<file path="config.mk">
export PLATFORM = sky130hd
export DESIGN_NAME = cdb_arbiter
export DESIGN_NICKNAME = d
export VERILOG_FILES = /design/src/rtl/cdb_arbiter.sv
export SDC_FILE = /design/constraint.sdc
export NUM_CORES = 1
export LEC_CHECK = 0
export BUFFER_PORTS_ARGS = -buffer_cell sky130_fd_sc_hd__buf_2
export CAP_MARGIN = 20
export CORE_ASPECT_RATIO = 0.5
export CORE_UTILIZATION = 57
export CTS_CLUSTER_SIZE = 30
export DETAILED_ROUTE_END_ITERATION = 8
export PLACE_DENSITY = 0.8
export SYNTH_ARGS = -nofsm -noshare
export SYNTH_HDL_FRONTEND = slang
export SYNTH_SLANG_ARGS = --single-unit
</file>
<file path="constraint.sdc">
create_clock -name clk_in -period 3.9 [get_ports clk_in]
set_clock_uncertainty 0.15 [all_clocks]
set_input_delay 0.195 -clock clk_in [delete_from_list [all_inputs] [get_ports clk_in]]
set_output_delay 0.195 -clock clk_in [all_outputs]
set_load 0.05 [all_outputs]
</file>
<file path="src/rtl/cdb_arbiter.sv">
// cdb_arbiter: schedules result broadcasts from NREQ producers (0 = ALU,
// 1 = load buffer, 2 = address unit) onto the common data bus. Each producer
// feeds a DEPTH-entry circular FIFO; one head entry per cycle is granted and
// broadcast as a registered {tag, result} pair. A ROB flush empties all FIFOs.
// Optional feature: define CDB_ROUND_ROBIN_EN for round-robin arbitration;
// otherwise fixed priority, lowest index wins.
module cdb_arbiter #(
  parameter int NREQ   = 3,
  parameter int ROB_W  = 4,
  parameter int DATA_W = 32,
  parameter int DEPTH  = 2
) (
  input  logic                   clk_in,
  input  logic                   rst_in,
  input  logic                   rdy_in,
  input  logic                   rob_flush_in,
  input  logic [NREQ-1:0]        req_valid_in,
  output logic [NREQ-1:0]        req_ready_out,
  input  logic [NREQ*ROB_W-1:0]  req_tag_in,
  input  logic [NREQ*DATA_W-1:0] req_data_in,
  output logic [ROB_W-1:0]       cdb_b_out,
  output logic [DATA_W-1:0]      cdb_result_out,
  output logic [1:0]             cdb_src_out
);

  localparam int PW = $clog2(DEPTH);
  localparam int CW = PW + 1;

  logic [ROB_W-1:0]  tag_mem_q  [NREQ][DEPTH];
  logic [DATA_W-1:0] data_mem_q [NREQ][DEPTH];

  logic [CW-1:0] rd_ptr_q [NREQ];
  logic [CW-1:0] rd_ptr_d [NREQ];
  logic [CW-1:0] wr_ptr_q [NREQ];
  logic [CW-1:0] wr_ptr_d [NREQ];
  logic [CW-1:0] count_q  [NREQ];
  logic [CW-1:0] count_d  [NREQ];

  logic [ROB_W-1:0]  cdb_b_q, cdb_b_d;
  logic [DATA_W-1:0] cdb_result_q, cdb_result_d;
  logic [1:0]        cdb_src_q, cdb_src_d;

  logic [NREQ-1:0] push, pop;
  logic            gnt_valid;
  logic [1:0]      gnt_idx;
  logic            active;

`ifdef CDB_ROUND_ROBIN_EN
  logic [1:0] rr_q, rr_d;
`endif

  function automatic logic [CW-1:0] ptr_inc(input logic [CW-1:0] p);
    return (p == CW'(DEPTH - 1)) ? '0 : p + 1'b1;
  endfunction

  assign active = rdy_in && !rob_flush_in;

  // Ready depends only on occupancy, never on the request valid.
  always_comb begin
    req_ready_out = '0;
    for (int unsigned i = 0; i < NREQ; i++)
      req_ready_out[i] = (count_q[i] != CW'(DEPTH));
  end

  // Pick one non-empty FIFO from the occupancy held before the edge.
  always_comb begin
    logic [1:0] idx;
    idx       = '0;
    gnt_valid = 1'b0;
    gnt_idx   = '0;
`ifdef CDB_ROUND_ROBIN_EN
    for (int unsigned k = 0; k < NREQ; k++) begin
      idx = 2'((32'(rr_q) + k) % NREQ);
      if (!gnt_valid && count_q[idx] != '0) begin
        gnt_valid = 1'b1;
        gnt_idx   = idx;
      end
    end
`else
    for (int unsigned k = 0; k < NREQ; k++) begin
      if (!gnt_valid && count_q[k] != '0) begin
        gnt_valid = 1'b1;
        gnt_idx   = 2'(k);
      end
    end
`endif
  end

  // Handshake qualification: tag-0 requests complete the handshake but are dropped.
  always_comb begin
    push = '0;
    pop  = '0;
    for (int unsigned i = 0; i < NREQ; i++) begin
      push[i] = active && req_valid_in[i] && req_ready_out[i] &&
                (req_tag_in[i*ROB_W +: ROB_W] != '0);
      pop[i]  = active && gnt_valid && (gnt_idx == 2'(i));
    end
  end

  // FIFO pointer/count next state; flush clears everything and overrides push/pop.
  always_comb begin
    for (int unsigned i = 0; i < NREQ; i++) begin
      rd_ptr_d[i] = rd_ptr_q[i];
      wr_ptr_d[i] = wr_ptr_q[i];
      count_d[i]  = count_q[i];
      if (rdy_in && rob_flush_in) begin
        rd_ptr_d[i] = '0;
        wr_ptr_d[i] = '0;
        count_d[i]  = '0;
      end else begin
        if (push[i]) wr_ptr_d[i] = ptr_inc(wr_ptr_q[i]);
        if (pop[i])  rd_ptr_d[i] = ptr_inc(rd_ptr_q[i]);
        count_d[i] = count_q[i] + CW'(push[i]) - CW'(pop[i]);
      end
    end
  end

  // Bus next state: tag clears when idle, result/source hold; all hold when rdy_in is low.
  always_comb begin
    cdb_b_d      = cdb_b_q;
    cdb_result_d = cdb_result_q;
    cdb_src_d    = cdb_src_q;
    if (rdy_in) begin
      cdb_b_d = '0;
      if (!rob_flush_in && gnt_valid) begin
        cdb_b_d      = tag_mem_q[gnt_idx][rd_ptr_q[gnt_idx][PW-1:0]];
        cdb_result_d = data_mem_q[gnt_idx][rd_ptr_q[gnt_idx][PW-1:0]];
        cdb_src_d    = gnt_idx;
      end
    end
  end

`ifdef CDB_ROUND_ROBIN_EN
  // Round-robin pointer: one past the last grant, cleared on flush.
  always_comb begin
    rr_d = rr_q;
    if (rdy_in) begin
      if (rob_flush_in)
        rr_d = '0;
      else if (gnt_valid)
        rr_d = (gnt_idx == 2'(NREQ - 1)) ? '0 : gnt_idx + 2'd1;
    end
  end

  // Round-robin pointer register.
  always_ff @(posedge clk_in or negedge rst_in) begin
    if (!rst_in) rr_q <= '0;
    else         rr_q <= rr_d;
  end
`endif

  // Control and bus registers.
  always_ff @(posedge clk_in or negedge rst_in) begin
    if (!rst_in) begin
      for (int unsigned i = 0; i < NREQ; i++) begin
        rd_ptr_q[i] <= '0;
        wr_ptr_q[i] <= '0;
        count_q[i]  <= '0;
      end
      cdb_b_q      <= '0;
      cdb_result_q <= '0;
      cdb_src_q    <= '0;
    end else begin
      for (int unsigned i = 0; i < NREQ; i++) begin
        rd_ptr_q[i] <= rd_ptr_d[i];
        wr_ptr_q[i] <= wr_ptr_d[i];
        count_q[i]  <= count_d[i];
      end
      cdb_b_q      <= cdb_b_d;
      cdb_result_q <= cdb_result_d;
      cdb_src_q    <= cdb_src_d;
    end
  end

  // FIFO storage writes; contents need no reset since occupancy gates every read.
  always_ff @(posedge clk_in) begin
    for (int unsigned i = 0; i < NREQ; i++) begin
      if (push[i]) begin
        tag_mem_q[i][wr_ptr_q[i][PW-1:0]]  <= req_tag_in[i*ROB_W +: ROB_W];
        data_mem_q[i][wr_ptr_q[i][PW-1:0]] <= req_data_in[i*DATA_W +: DATA_W];
      end
    end
  end

  assign cdb_b_out      = cdb_b_q;
  assign cdb_result_out = cdb_result_q;
  assign cdb_src_out    = cdb_src_q;

endmodule
</file>
==> flow_summary_export.csv, run 1 <==
group,metric,value,unit
die,start_util,0.5882,
sta,tightest_slew,0.9852,ns
detailed_routing,drtIter0Drc,867,
placed_design,io_buffers,155,
clocking,cts_tree,"done",
yosys,synth_area,10920,µm²
sta,setup_tns,0,ns
grt,first_global_vias,8236,
detailed_routing,drtPass1Iterations,5,
detailed_routing,routed_wirelength,30710,µm
clocking,cts_buffer_depth,3,
sta,rsz0062_at_grt,"false",
sta,relSlewSlack,0.3417,
clocking,path_clk_slew,0.06,ns
layout,syn2layout_area_growth,27.01,%
yosys,synth_seq_cells,266,
sta,min_period,3.055,ns
worst_setup_path,reg2reg_slack,0.84,ns
clocking,clock_latency,0.52,ns
sta,max_freq,327.3,MHz
layout,fillers,1127,
die,rows,35,
run,max-cap-violations,0,
layout,seqCellArea,7737,µm²
worst_setup_path,slowest_delay,0.74,ns
grt,grt_max_degree,73,
die,pin_count,156,
layout,drive_gt1_frac,0.3118,
yosys,ys_seq_area_frac,0.7084,
worst_setup_path,cp_num_buf_inv,1,
grt,groute.usage.overall,0.3173,
worst_setup_path,crit_family,"compound AO/OA/AOI/OAI gates",
grt,grt_pass1_wl,46690,µm
placed_design,placed_area,11970,µm²
worst_setup_path,critPathArrivalTime,3.27,ns
detailed_routing,dr_total_vias,8118,
clocking,ctsRootBufferMaster,"clkbuf_16",
detailed_routing,drtAntennaViolNets,0,
grt,antenna_found_initial,0,
yosys,synth_fp_nets,890,
die,core,18570,µm²
sta,hold_viol_final,0,
clocking,clkSinkCount,266,
die,die_height,99.88,µm
clocking,htreeDepth,1,
layout,final_cell_area,13870,µm²
yosys,ys_types,39,
grt,gr-total-overflow,0,
detailed_routing,drcViolationCount,0,
worst_setup_path,crit_type,"register to register",
die,die_w,197.8,µm
worst_setup_path,critPathRequiredTime,4.11,ns
placed_design,hpwl,17900,µm
layout,nets,1139,
yosys,ys_warn_count,0,
worst_setup_path,start_kind,"register",
detailed_routing,avgViaCountPerCell,6.269,
yosys,avgSynthCellArea,14.20,µm²
worst_hold_path,hold_path.class,"primary input to register",
worst_setup_path,end_kind,"register",
sta,setup_viol,0,
layout,multi_input_area,2932,µm²
worst_setup_path,worstPathMaxFanout,32,
clocking,cts_made_buffers,24,
detailed_routing,drt-wirelength-per-cell,23.72,µm
placed_design,gp_congestion,0.8585,
worst_setup_path,slowest_stage,"o31ai_4",
worst_setup_path,crit_path_cell_trace,"or4_2 > nor3_4 > o31ai_4 > buf_4 > o221ai_1",
yosys,syn_inst,769,
die,die_area,19750,µm²
sta,fin_crit_sh,0.7834,
layout,antennaDiodeCount,0,
power,ir_worst_vdd,0.4849,mV
sta,finalMaxSlewViolations,0,
run_status,status,"complete, no violations",
power,p_per_area,742.8,nW/µm²
power,p_leak,5.043,nW
-- final cells by class --
| class | instances | area share |
|---|---|---|
| well taps | 259 | 0.02336 |
| repair buffers | 289 | 0.1485 |
| clock buffers | 32 | 0.04916 |
| flip-flops and latches | 266 | 0.5578 |
| multi-input cells | 430 | 0.2113 |
| inverters | 7 | 0.001894 |
| clock inverters | 12 | 0.008027 |
-- placed cells by master (no fill, tap or decap), drive strengths merged, types with 9 or more instances in the layout --
cell type    count
nor2            20
dfrtp           50
nand2           35
clkbuf          32
nor3            72
o221ai          34
buf            178
edfxtp         216
a31o            69
o21ai           71
xnor2            9
dlygate4sd3    111
nand3           72
-- worst min-delay path: cells and delay by family --
kind / cells / cell delay, ns
buffers and inverters: 1 / 0.09
XOR/XNOR: 1 / 0.14
AND/OR/NAND/NOR: 2 / 0.21
-- path summary, 6_finish.rpt --
kind,from,to,cells past startpoint
worst max-delay path,count_q[3]$_DFF_PN0_,cdb_result_out[1]$_DFFE_PN0P_,5
worst min-delay path,req_valid_in[1],wr_ptr_q[2]$_DFFE_PN0P_,4
worst max register to register,count_q[3]$_DFF_PN0_,cdb_result_out[1]$_DFFE_PN0P_,5
worst min register to register,cdb_result_out[17]$_DFFE_PN0P_,cdb_result_out[17]$_DFFE_PN0P_,2
max in group asynchronous,rst_in,cdb_result_out[0]$_DFFE_PN0P_,3
min in group asynchronous,rst_in,cdb_result_out[28]$_DFFE_PN0P_,2
-- what timing repair did --
action | in CTS | in global routing
setup buffers | 0 | 0
hold buffers | 111 | 0
gates resized for setup | 0 | 0
endpoints found under the hold margin | 253 | 0
-- through the flow --
stage          setup WS (ns)  hold WS [ns]  power, mW  utilization  instances
2_1_floorplan         0.5800       -0.2506      6.712            -        769
3_3_place_gp          0.9469        0.1787      7.596       0.6445       1140
3_5_place_dp          0.9023        0.1844      7.739       0.6445       1140
4_1_cts               0.8668     0.0006675      10.17       0.7471       1295
5_1_grt               0.7194       0.02838      10.68       0.7471       1295
6_report              0.8448       0.01156      10.30       0.7471       1295
-- report_power, final --
| part | switching (mW) | leakage [nW] | internal [mW] | total (mW) |
|---|---|---|---|---|
| clock network | 1.05 | 0.387 | 1.36 | 2.41 |
| registers | 0.260 | 2.60 | 3.42 | 3.68 |
| logic | 2.91 | 2.06 | 1.31 | 4.21 |
| total | 4.22 | 5.04 | 6.09 | 10.3 |
-- flip-flops by register name, indices dropped and copies added, names as in the netlist --
name,flops
rd_ptr_q,3
cdb_src_out,2
tag_mem_q,24
wr_ptr_q,3
count_q,6
data_mem_q,192
cdb_result_out,32
cdb_b_out,4
-- cells by family (layout without fill, tap and decap cells) --
kind of cell             count (synthesis)  in the layout  share of synthesized area
buffers and inverters                   73            340                    0.02910
AND/OR/NAND/NOR                        225            225                     0.1030
adder cells (fa/ha/maj)                  6              6                   0.006873
flip-flops                             266            266                     0.7084
multiplexers                             4              4                   0.003666
AO/OA/AOI/OAI                          183            183                     0.1393
XOR/XNOR                                12             12                   0.009624
-- routing by layer --
layer | wire, µm | up-vias | GRT usage
met2 | 14780 | 563 | 0.5219
met4 | 964 | 0 | 0.1115
met5 | 0 | - | 0
li1 | - | 3482 | -
met1 | 12130 | 3979 | 0.4413
met3 | 2840 | 94 | 0.04469
-- synth_stat cells (all sizes together) --
master	instances	area, µm²
nand2b	7	43.79
inv	7	26.28
mux2i	4	40.04
a21oi	2	10.01
nand4	2	12.51
nand2	35	131.4
a211oi	2	15.01
buf	13	91.33
nor4	1	6.260
ha	6	75.07
o31ai	2	28.78
and2	5	31.28
nor3	72	387.9
edfxtp	216	6486
nand3	72	360.4
or2	3	18.77
o32ai	1	8.760
dfrtp	50	1251
o21ai	71	366.6
or4	4	30.03
a21o	2	15.01
xnor2	9	78.83
clkbuf	53	200.2
nor2	20	75.07
nor2b	3	18.77
o221ai	34	473.0
a31o	69	604.3
xor2	3	26.28
and4	1	8.760
No activity file was read; power rests on OpenSTA's default activity.
==> run 2: changes to the inputs <==
--- a/config.mk
+++ b/config.mk
@@ -8,10 +8,10 @@
 export BUFFER_PORTS_ARGS = -buffer_cell sky130_fd_sc_hd__buf_2
 export CAP_MARGIN = 20
 export CORE_ASPECT_RATIO = 0.5
-export CORE_UTILIZATION = 57
+export CORE_UTILIZATION = 51
 export CTS_CLUSTER_SIZE = 30
 export DETAILED_ROUTE_END_ITERATION = 8
-export PLACE_DENSITY = 0.8
+export PLACE_DENSITY = 0.76
 export SYNTH_ARGS = -nofsm -noshare
 export SYNTH_HDL_FRONTEND = slang
 export SYNTH_SLANG_ARGS = --single-unit
==> constraint.sdc (replaced) <==
create_clock -name clk_in -period 2.55 [get_ports clk_in]
set_clock_uncertainty 0.15 [all_clocks]
set_input_delay 0.1275 -clock clk_in [delete_from_list [all_inputs] [get_ports clk_in]]
set_output_delay 0.1275 -clock clk_in [all_outputs]
set_load 0.05 [all_outputs]
==> run 2 against run 1 <==
Effect of this change: maximum frequency is 26% higher; wire length is 4.3% lower; highest routed layer unchanged; critical path type unchanged; register-to-register slack worse by 0.72 ns; die area is 12% higher; flip-flop and latch count stayed put; non-clock buffer count is 21 higher; clock power is 50% higher; power is 53% higher; cell count is 2.7% higher; global-route usage is 4.7 points lower; sequential share of layout area is 1.1 points lower; critical endpoint is now cdb_result_out[31]$_DFFE_PN0P_.
==> flow_summary_export.csv, run 2 (synthesized netlist as in run 1, its figures left out) <==
group,metric,value,unit
run,max-cap-violations,0,
worst_setup_path,crit_type,"register to register",
power,power_frac_seq,0.351,
clocking,cts_made_buffers,24,
grt,gr-total-overflow,0,
worst_setup_path,r2r_end,"cdb_result_out[31]$_DFFE_PN0P_",
power,p_leak,5.167,nW
placed_design,pre_cts_ws,0.08465,ns
power,intPower,9.502,mW
worst_setup_path,r2r-start,"count_q[5]$_DFF_PN0_",
die,pin_count,156,
power,power,15.79,mW
worst_setup_path,reg2reg_depth,6,
worst_setup_path,crit_path_cell_trace,"or4_2 > buf_6 > nor3_4 > o31ai_4 > buf_12 > o221ai_1",
worst_setup_path,worstPathMaxFanout,39,
layout,fillers,1431,
clocking,ctsRootBufferMaster,"clkbuf_16",
worst_hold_path,hold_path.class,"primary input to asynchronous set/reset pin",
die,die_area,22040,µm²
sta,hold_slack,0.04548,ns
sta,layout_setup_ws,0.1294,ns
placed_design,hpwl,17250,µm
power,p_per_area,1117,nW/µm²
sta,relSlewSlack,0.4560,
power,ir_worst_vdd,0.5585,mV
clocking,clock_latency,0.52,ns
layout,fin_util,0.6802,
layout,final_cell_area,14140,µm²
power,swShare,0.3982,
sta,tightest_slew,0.8133,ns
worst_setup_path,critPathRequiredTime,2.82,ns
die,rows,37,
sta,fin_crit_sh,0.9492,
layout,nets,1160,
detailed_routing,drcViolationCount,0,
layout,antennaDiodeCount,0,
grt,grt_max_degree,71,
placed_design,io_buffers,155,
clocking,path_clk_slew,0.07,ns
worst_setup_path,slowest_delay,0.73,ns
sta,min_period,2.421,ns
grt,grt_pass1_wl,44850,µm
clocking,cts_setup_buffers,0,
grt,antenna_found_initial,0,
power,p_clk_frac,0.229,
worst_setup_path,startpoint,"count_q[5]$_DFF_PN0_",
worst_setup_path,slowest_stage,"or4_2",
layout,syn2layout_area_growth,29.45,%
worst_setup_path,start_kind,"register",
sta,rsz0062_at_grt,"false",
clocking,cts_tree,"done",
detailed_routing,drtIter0Drc,755,
detailed_routing,drtPass1Iterations,5,
layout,final_cell_mix,"216 x edfxtp_1, 155 x buf_2, 113 x dlygate4sd3_1, 72 x nand3_1, 70 x o21ai_0",
layout,largest_reg_flops,192,
detailed_routing,routed_wirelength,29380,µm
detailed_routing,drt-wirelength-per-cell,22.09,µm
power,switching_power,6.287,mW
run_status,status,"complete, no violations",
clocking,htreeDepth,1,
worst_setup_path,reg2reg_slack,0.13,ns
detailed_routing,avgViaCountPerCell,5.962,
sta,max_freq,413.1,MHz
placed_design,placed_area,12200,µm²
clocking,clkSinkCount,266,
clocking,cts_buffer_depth,3,
die,core,20790,µm²
die,start_util,0.5254,
sta,setup_viol,0,
grt,groute.usage.overall,0.2703,
sta,hold_viol_final,0,
worst_setup_path,critPathArrivalTime,2.69,ns
sta,finalMaxSlewViolations,0,
detailed_routing,drtAntennaViolNets,0,
detailed_routing,dr_total_vias,7930,
layout,layout_commonest_cell,"edfxtp_1",
die,die_w,209.0,µm
layout,drive_gt1_frac,0.3217,
worst_setup_path,end_kind,"register",
die,die_height,105.5,µm
placed_design,gp_congestion,0.8267,
grt,first_global_vias,8008,
power,comb_power_share,0.420,
==> run 2: how the worst max path moves through the flow <==
stage | endpoint | cells past startpoint
2_1_floorplan | data_mem_q[0][32]$_DFFE_PP_ | 3
3_3_place_gp | cdb_b_out[2]$_DFFE_PN0P_ | 6
3_5_place_dp | cdb_result_out[24]$_DFFE_PN0P_ | 6
4_1_cts | cdb_b_out[2]$_DFFE_PN0P_ | 6
5_1_grt | count_q[1]$_DFF_PN0_ | 8
6_report | cdb_result_out[31]$_DFFE_PN0P_ | 6
==> run 2: area by class of cell <==
cell class | instances | area, µm² | area share
Sequential cell | 266 | 7737 | 0.5473
Clock buffer | 35 | 683.2 | 0.04832
Timing Repair Buffer | 310 | 2317 | 0.1639
Multi-Input combinational cell | 430 | 2937 | 0.2077
Inverter | 7 | 26.28 | 0.001858
Clock inverter | 9 | 96.34 | 0.006814
Tap cell | 273 | 341.6 | 0.02416
==> run 2: power by group through the flow <==
stage / clock network (mW) / registers (mW) / logic, mW
finish: 3.62 / 5.55 / 6.62
global route: 3.82 / 5.60 / 7.07
CTS: 3.65 / 5.55 / 6.55
detailed placement: 0 / 5.63 / 6.40
global placement: 0 / 5.62 / 6.18
floorplan: 0 / 6.44 / 3.83
==> run 2: repair_timing <==
action | in CTS | in global routing
hold buffers | 113 | 0
endpoints found under the setup margin | 0 | 13
endpoints found under the hold margin | 274 | 0
resized for setup | 0 | 3
==> run 2: per-layer routing <==
metal  vias to the layer above  part of all wire  track usage
met5                         -                 0            0
met3                        69             0.085      0.05185
met4                         0             0.029      0.09716
li1                       3532                 -            -
met1                      3928              0.40       0.3553
met2                       401              0.49       0.4524
==> run 2: metrics by stage <==
step,cells,setup TNS [ns]
final,1330,0
after global routing,1330,0
after CTS,1329,0
after detailed placement,1172,0
after global placement,1172,0
after floorplan,769,-20.00
==> run 2: critical path, delay by kind of cell (launching register included) <==
family	cells	cell delay (ns)
simple gates	2	0.91
compound gates	2	0.39
flops	1	0.37
buf+inv	2	0.48
==> run 3: changes to the inputs <==
--- a/config.mk
+++ b/config.mk
@@ -11,6 +11,7 @@
 export CORE_UTILIZATION = 51
 export CTS_CLUSTER_SIZE = 30
 export DETAILED_ROUTE_END_ITERATION = 8
+export HOLD_SLACK_MARGIN = 0.08
 export PLACE_DENSITY = 0.76
 export SYNTH_ARGS = -nofsm -noshare
 export SYNTH_HDL_FRONTEND = slang
==> run 3 against run 2 <==
Effect of this change: clock power barely moved; highest routed layer unchanged; cell count rose by 0.23%; flip-flop and latch count did not move; global-route usage is 0.061 points higher; first-iteration DRC count rose by 0.93%; critical path type unchanged; register-to-register slack hardly changed.
==> flow_summary_export.csv, run 3 (synthesized netlist as in run 1, its figures left out) <==
group,metric,value,unit
grt,grt_pass1_wl,44950,µm
placed_design,placed_cells,1172,
worst_setup_path,crit_type,"register to register",
sta,layout_setup_ws,0.1359,ns
layout,largest_reg_flops,192,
detailed_routing,drtAntennaViolNets,0,
grt,gr-total-overflow,0,
detailed_routing,avgViaCountPerCell,5.971,
power,ir_worst_vdd,0.5611,mV
clocking,ctsRootBufferMaster,"clkbuf_16",
power,intPower,9.505,mW
detailed_routing,drtPass1Iterations,7,
clocking,cts_setup_buffers,0,
die,die_height,105.5,µm
power,power_frac_seq,0.351,
layout,drive_gt1_frac,0.3208,
worst_setup_path,slowest_delay,0.73,ns
clocking,clock_latency,0.52,ns
detailed_routing,routed_wirelength,29470,µm
power,p_clk_frac,0.229,
die,pin_count,156,
clocking,cts_buffer_depth,3,
run_status,status,"complete, no violations",
worst_setup_path,cp_num_buf_inv,2,
clocking,cts_tree,"done",
power,switching_power,6.290,mW
die,die_area,22040,µm²
power,swShare,0.3982,
placed_design,io_buffers,155,
worst_hold_path,hold_path.class,"primary input to register",
layout,fin_cells,1333,
grt,groute.usage.overall,0.2709,
clocking,path_clk_slew,0.07,ns
run,max-cap-violations,0,
grt,first_global_vias,8020,
sta,rsz0062_at_grt,"false",
sta,setup_viol,0,
worst_setup_path,critPathRequiredTime,2.82,ns
clocking,cts_made_buffers,24,
grt,grt_max_degree,71,
power,p_per_area,1115,nW/µm²
die,start_util,0.5254,
sta,finalMaxSlewViolations,0,
sta,tightest_slew,0.8354,ns
placed_design,hpwl,17250,µm
power,power,15.80,mW
die,core,20790,µm²
sta,hold_slack,0.1760,ns
layout,nets,1163,
clocking,htreeDepth,1,
die,die_w,209.0,µm
worst_setup_path,start_kind,"register",
power,p_leak,5.179,nW
worst_setup_path,end_kind,"register",
layout,layout_commonest_cell,"edfxtp_1",
worst_setup_path,crit_family,"simple AND/OR/NAND/NOR gates",
detailed_routing,drtIter0Drc,762,
detailed_routing,drt-wirelength-per-cell,22.11,µm
worst_setup_path,slowest_stage,"or4_2",
worst_setup_path,worstPathMaxFanout,39,
sta,min_period,2.414,ns
die,rows,37,
layout,syn2layout_area_growth,29.73,%
layout,final_cell_mix,"216 x edfxtp_1, 155 x buf_2, 116 x dlygate4sd3_1, 72 x nand3_1, 70 x o21ai_0",
sta,hold_viol_final,0,
sta,fin_crit_sh,0.9467,
detailed_routing,drcViolationCount,0,
grt,antenna_found_initial,0,
sta,relSlewSlack,0.4412,
layout,antennaDiodeCount,0,
clocking,clkSinkCount,266,
placed_design,pre_cts_ws,0.08465,ns
detailed_routing,dr_total_vias,7959,
worst_setup_path,crit_path_cell_trace,"or4_2 > buf_6 > nor3_4 > o31ai_4 > buf_12 > o221ai_1",
placed_design,gp_congestion,0.8267,
power,comb_power_share,0.419,
sta,max_freq,414.2,MHz
worst_setup_path,critPathArrivalTime,2.68,ns
[run 3: per-stage QoR]
stage	utilization	cell area (µm²)	setup TNS (ns)
CTS	0.6801	14140	0
finish	0.6816	14170	0
detailed placement	0.5867	12200	0
floorplan	-	10940	-20.00
global placement	0.5867	12200	0
global route	0.6816	14170	0
[run 3: timing repair]
item	in CTS	in global routing
hold buffers	116	0
gates resized for setup	0	3
endpoints found under the hold margin	283	0
setup endpoints to repair	0	13
[run 3: layout make-up]
| cell class | count | area, µm² |
|---|---|---|
| Sequential cell | 266 | 7737 |
| Fill cell | 1427 | 6618 |
| Multi-Input combinational cell | 430 | 2937 |
| Timing Repair Buffer | 313 | 2347 |
| Clock buffer | 35 | 683.2 |
| Tap cell | 273 | 341.6 |
| Clock inverter | 9 | 96.34 |
| Inverter | 7 | 26.28 |
[run 3: worst paths after layout]
check	startpoint	cells past startpoint	slack [ns]	end
worst max register to register	count_q[5]$_DFF_PN0_	6	0.14	cdb_result_out[31]$_DFFE_PN0P_
max in group asynchronous	rst_in	4	0.42	cdb_result_out[27]$_DFFE_PN0P_
min in group asynchronous	rst_in	4	0.62	cdb_result_out[17]$_DFFE_PN0P_
worst min register to register	cdb_src_out[1]$_DFFE_PN0P_	1	0.33	cdb_src_out[1]$_DFFE_PN0P_
worst max-delay path	count_q[5]$_DFF_PN0_	6	0.14	cdb_result_out[31]$_DFFE_PN0P_
worst min-delay path	req_data_in[23]	2	0.18	data_mem_q[0][23]$_DFFE_PP_
[run 3: per-layer routing]
layer / share of wire / vias to the layer above / track usage
met3: 0.084 / 67 / 0.05185
met4: 0.028 / 0 / 0.09716
met5: 0 / - / 0
met1: 0.40 / 3936 / 0.3559
li1: - / 3542 / -
met2: 0.49 / 414 / 0.4538
[run 3: power groups by stage]
| stage | registers [mW] | logic (mW) | clock network [mW] |
|---|---|---|---|
| after floorplan | 6.44 | 3.83 | 0 |
| after global placement | 5.62 | 6.18 | 0 |
| after detailed placement | 5.63 | 6.40 | 0 |
| after CTS | 5.55 | 6.56 | 3.65 |
| after global routing | 5.60 | 7.07 | 3.82 |
| final | 5.55 | 6.62 | 3.62 |
[run 3: worst reg2reg max path, stage by stage (launching register included)]
cell and delay, ns:
dfrtp_1 0.38, or4_2 0.73, buf_6 0.26, nor3_4 0.19, o31ai_4 0.10, buf_12 0.22
o221ai_1 0.29
